==> src/rtl/pc_sequencer.sv <==
// Fetch PC sequencer: BOOT/RUN/PEND state machine with trap > jump > branch redirects.
// Optional macro PC_ALIGN_CHECK_EN rejects misaligned targets instead of masking them.
module pc_sequencer #(
    parameter int          XLEN         = 32,
    parameter logic [31:0] RESET_VECTOR = 32'h0000_0000
) (
    input  logic            clk,
    input  logic            rst_n,
    input  logic            fetch_ready_i,
    input  logic            stall_i,
    input  logic            branch_i,
    input  logic [XLEN-1:0] branch_target_i,
    input  logic            jump_i,
    input  logic [XLEN-1:0] jump_target_i,
    input  logic            trap_i,
    input  logic [XLEN-1:0] trap_vector_i,
    output logic [XLEN-1:0] pc_o,
    output logic            pc_valid_o,
    output logic [XLEN-1:0] pc_plus4_o,
    output logic            misalign_o
);

    localparam logic [XLEN-1:0] RST_PC = XLEN'(RESET_VECTOR);

    typedef enum logic [1:0] {
        ST_BOOT = 2'b00,
        ST_RUN  = 2'b01,
        ST_PEND = 2'b10
    } state_t;

    state_t          r_state;
    state_t          w_nxt_state;
    logic [XLEN-1:0] r_pc;
    logic [XLEN-1:0] w_nxt_pc;
    logic [XLEN-1:0] r_pending;
    logic [XLEN-1:0] w_nxt_pending;
    logic            r_valid;
    logic            w_sel;
    logic            w_bad;
    logic [XLEN-1:0] w_tgt_raw;
    logic [XLEN-1:0] w_tgt;
    logic            w_take_trap;
    logic            w_take_redir;
    logic            w_advance;

    function automatic logic [XLEN-1:0] word_align(input logic [XLEN-1:0] addr);
        return addr & ~XLEN'(3);
    endfunction

    // Select the highest-priority request and its raw target; BOOT only honours traps.
    always_comb begin
        w_tgt_raw = branch_target_i;
        w_sel     = 1'b0;
        if (trap_i) begin
            w_tgt_raw = trap_vector_i;
            w_sel     = 1'b1;
        end else if ((r_state != ST_BOOT) && jump_i) begin
            w_tgt_raw = jump_target_i;
            w_sel     = 1'b1;
        end else if ((r_state != ST_BOOT) && branch_i) begin
            w_tgt_raw = branch_target_i;
            w_sel     = 1'b1;
        end else begin
            w_sel     = 1'b0;
        end
    end

`ifdef PC_ALIGN_CHECK_EN
    assign w_bad = w_sel & (w_tgt_raw[1:0] != 2'b00);
    assign w_tgt = w_tgt_raw;
`else
    assign w_bad = 1'b0;
    assign w_tgt = word_align(w_tgt_raw);
`endif

    // A rejected target behaves exactly like no request at all.
    assign w_take_trap  = trap_i & w_sel & ~w_bad;
    assign w_take_redir = ~trap_i & w_sel & ~w_bad;
    assign w_advance    = r_valid & fetch_ready_i & ~stall_i;

    // Next-state, next-PC and pending-target selection.
    always_comb begin
        w_nxt_state   = r_state;
        w_nxt_pc      = r_pc;
        w_nxt_pending = r_pending;
        case (r_state)
            ST_BOOT: begin
                w_nxt_state = ST_RUN;
                if (w_take_trap) begin
                    w_nxt_pc      = w_tgt;
                    w_nxt_pending = '0;
                end else begin
                    w_nxt_pc      = r_pc;
                end
            end
            ST_RUN, ST_PEND: begin
                if (w_take_trap) begin
                    w_nxt_pc      = w_tgt;
                    w_nxt_pending = '0;
                    w_nxt_state   = ST_RUN;
                end else if (w_advance) begin
                    if (w_take_redir) begin
                        w_nxt_pc = w_tgt;
                    end else if (r_state == ST_PEND) begin
                        w_nxt_pc = r_pending;
                    end else begin
                        w_nxt_pc = r_pc + XLEN'(4);
                    end
                    w_nxt_pending = '0;
                    w_nxt_state   = ST_RUN;
                end else if (w_take_redir) begin
                    w_nxt_pending = w_tgt;
                    w_nxt_state   = ST_PEND;
                end else begin
                    w_nxt_state   = r_state;
                end
            end
            default: begin
                w_nxt_state   = ST_BOOT;
                w_nxt_pc      = RST_PC;
                w_nxt_pending = '0;
            end
        endcase
    end

    // State, PC, pending target and valid flag registers.
    always_ff @(posedge clk or negedge rst_n) begin
        if (!rst_n) begin
            r_state   <= ST_BOOT;
            r_pc      <= RST_PC;
            r_pending <= '0;
            r_valid   <= 1'b0;
        end else begin
            r_state   <= w_nxt_state;
            r_pc      <= w_nxt_pc;
            r_pending <= w_nxt_pending;
            r_valid   <= (w_nxt_state != ST_BOOT);
        end
    end

`ifdef PC_ALIGN_CHECK_EN
    logic r_misalign;

    // One-cycle pulse for each rejected target.
    always_ff @(posedge clk or negedge rst_n) begin
        if (!rst_n) begin
            r_misalign <= 1'b0;
        end else begin
            r_misalign <= w_bad;
        end
    end

    assign misalign_o = r_misalign;
`else
    assign misalign_o = 1'b0;
`endif

    assign pc_o       = r_pc;
    assign pc_valid_o = r_valid;
    assign pc_plus4_o = r_pc + XLEN'(4);

endmodule

==> config.mk <==
export PLATFORM = sky130hd
export DESIGN_NAME = pc_sequencer
export DESIGN_NICKNAME = d
export VERILOG_FILES = /design/src/rtl/pc_sequencer.sv
export SDC_FILE = /design/constraint.sdc
export NUM_CORES = 1
export LEC_CHECK = 0
export CAP_MARGIN = 20
export CELL_PAD_IN_SITES_DETAIL_PLACEMENT = 1
export CELL_PAD_IN_SITES_GLOBAL_PLACEMENT = 1
export CORE_MARGIN = 2
export CORE_UTILIZATION = 29
export DETAILED_ROUTE_END_ITERATION = 10
export GPL_TIMING_DRIVEN = 0
export PLACE_DENSITY = 0.81
export SYNTH_ARGS = -nofsm -noshare
export SYNTH_HDL_FRONTEND = slang
export SYNTH_SLANG_ARGS = --single-unit
==> constraint.sdc <==
create_clock -name clk -period 3.1 [get_ports clk]
set_input_delay 0.62 -clock clk [delete_from_list [all_inputs] [get_ports clk]]
set_output_delay 0.62 -clock clk [all_outputs]
set_load 0.01 [all_outputs]
==> impl_metrics.tcl <==
set metrics [dict create \
    ys_warn_count 0 \
    die_h_um 134 \
    final_util 0.447 \
    worst_pin_slew_ns 0.863 \
    crit_required_ns 2.48 \
    avgSynthCellArea_um2 8.24 \
    power_frac_seq 0.245 \
    worst_setup_path_end_kind "primary output" \
    cp_max_fo 7 \
    p_per_area_nw_per_um2 878 \
    max_freq_ghz 0.332 \
    fill_cells 1954 \
    grt_use_total 0.247 \
    worstRegToRegCells 8 \
    hold_path.class "input pin to async pin" \
    drc 0 \
    grt.met3_usage 0.0476 \
    synth_area_um2 4880 \
    synth_area_leaders "dfrtp_1 32%, mux2i_1 7.4%, nand2_1 5.1%" \
    num_io_pins 169 \
    cp_top_family "simple AND/OR/NAND/NOR gates" \
    critPathArrivalTime_ns 2.39 \
    synthCells 592 \
    setup.worst_path.start_class "register" \
    clockBufferDepth 2 \
    portBuffers 156 \
    rsz0062_at_grt "false" \
    place_congestion 0.934 \
    synth_top_area_frac 0.323 \
    cap_violations 0 \
    row_count 47 \
    die_area_um2 17900 \
    leakage_nw 3.00 \
    core_um2 16500 \
    postCtsHoldBufs 0 \
    grt_pass1_vias 5892 \
    vias 5684 \
    crit_type "register to primary output" \
    ff_latch_area_um2 1600 \
    grt_use_met2 0.399 \
    overflow 0 \
    die_x_um 134 \
    wl_per_cell_um 22.1 \
    power_switching_mw 2.93 \
    internal_power_mw 3.56 \
    synthArstFlopShare 1.00 \
    swShare 0.452 \
    pre_cts_slack_ns -0.183 \
    cp_num_buf_inv 2 \
    clk_latency_ns 0.35 \
    yosysTopAreaCell "dfrtp_1" \
    slowest_delay_ns 0.53 \
    grt_pass1_wl_um 33900 \
    antenna_left 0 \
    viasPerCell 5.61 \
    cp.depth 6 \
    finalCritPeriodShare 0.972 \
    drtPass1Iterations 5 \
    final-setup-viol-count 0 \
    fin_cells 1014 \
    multi_input_area_um2 3150 \
    grt_start_max_net_pins 64 \
    period_needed_ns 3.01 \
    routed_wl_um 22400 \
    cts_tree "yes" \
    fin_nets 896 \
    slew_viol_final 0 \
    synth_cell_types 67 \
    slew_headroom 0.425 \
    place_inst 972 \
    hpwl_um 16700 \
    hold_viol 0 \
    cts-buffers-inserted 9 \
    max-vdd-ir-drop_v 0.000367 \
    drtIter0Drc 560 \
    synth_edf_count 0 \
    fin_worst_skew_ns 0.00612 \
    syn2layout_area_growth_pct 51.5 \
    worst_slack_ns 0.0874 \
    tritoncts_num_sinks 63 \
    power_frac_clock 0.151 \
    ys_ff_latch 63 \
    htree_levels 3 \
    pwr-share-comb 0.603 \
    start_util 0.295 \
    antenna_found_initial 1 \
    holdWs_ns 0.395 \
    cp_cell_sequence "nand4_4 > or3_4 > nor4_4 > xnor2_2 > inv_1 > clkdlybuf4s50_1" \
    clk_pin_slew_ns 0.05 \
    seq_area_frac_synth 0.323 \
    drive_gt1_frac 0.136 \
    root_buffer "clkbuf_16" \
    synthFlopType "dfrtp_1" \
    outcome "finished clean" \
    busiest_layer "met2" \
    grt.met1_usage 0.328 \
    slowest_stage "clkdlybuf4s50_1" \
    finalSetupTns_ns 0 \
]
[synthesized netlist by cell type (14+ instances only)]
cell type and number:
xnor2_1 17, o21ai_1 34, nor3_1 14, nor2_1 34
mux2i_1 36, inv_1 18, nand2_1 66, dfrtp_1 63
nand3_1 17, o21ai_0 43, clkbuf_1 30
[repair_timing]
item,4_1_cts,5_1_grt
pin swaps,6,9
resized for setup,32,25
buffers inserted,17,11
endpoints found under the setup margin,20,15
gates cloned,0,0
[placed cells by master, fill, tap and decap left out, drive strengths merged, types with 10 or more instances in the layout]
cell / instances
clkdlybuf4s50: 145
o21ai: 77
nand2: 66
dfrtp: 63
buf: 49
clkbuf: 43
mux2i: 36
nor2: 34
inv: 18
nand3: 17
xnor2: 17
nor3: 16
o211ai: 14
a21oi: 13
nor2b: 12
nor3b: 12
nand4: 11
xor2: 10
[logic make-up after synthesis]
family | after synthesis | share of synthesized area
compound gates | 180 | 0.244
xor+xnor | 27 | 0.0485
fa+ha+maj | 4 | 0.0103
buf+inv | 68 | 0.0598
flops | 63 | 0.323
mux | 36 | 0.0739
other cells | 1 | 0.000769
simple gates | 213 | 0.239
[metal layers]
metal,vias to the layer above,routed length (um),part of all wire
li1,2572,-,-
met1,2793,9650,0.43
met2,284,10600,0.47
met3,35,1650,0.074
met4,0,517,0.023
met5,-,0,0
[power by group through the flow]
stage | Sequential (mW) | Combinational, mW | Clock [mW]
finish | 1.59 | 3.91 | 0.982
global route | 1.63 | 4.17 | 1.01
CTS | 1.55 | 3.76 | 0.979
detailed placement | 1.55 | 3.59 | 0
global placement | 1.54 | 3.53 | 0
floorplan | 1.52 | 1.91 | 0
[final timing paths]
kind                               startpoint             end  slack [ns]
worst min-delay path                    rst_n    r_pending[8]        0.40
worst min register to register  r_pending[13]   r_pending[13]        0.49
max in group asynchronous               rst_n        pc_o[23]        2.09
worst max register to register     r_state[0]        pc_o[19]        0.19
worst max-delay path                 pc_o[10]  pc_plus4_o[25]        0.09
min in group clk                r_pending[13]   r_pending[13]        0.49
[state kept, by name (all words and copies together), names as in the netlist]
register,flops
pc_o,30
pc_valid_o,1
r_pending,30
r_state,2
[area by class of cell]
type,count,area share
Sequential cell,63,0.216
Buffer,48,0.0310
Clock buffer,15,0.0376
Tap cell,220,0.0373
Multi-Input combinational cell,465,0.427
Antenna cell,1,0.000339
Timing Repair Buffer,184,0.242
Inverter,18,0.00915
[metrics by stage]
stage | cell area (um2) | total power, mW
CTS | 7210 | 6.29
finish | 7390 | 6.49
global placement | 6730 | 5.07
global route | 7390 | 6.82
detailed placement | 6730 | 5.15
floorplan | 4890 | 3.43
[worst reg2reg max path: stages (launching register included)]
cell and delay [ns]:
dfrtp_1 0.36, inv_1 0.08, ha_1 0.29, nor4bb_1 0.48
nor3_1 0.13, clkbuf_1 0.30, nor3_2 0.76, o211ai_1 0.25
o211ai_1 0.16
No activity file was read; power rests on OpenSTA's default activity.
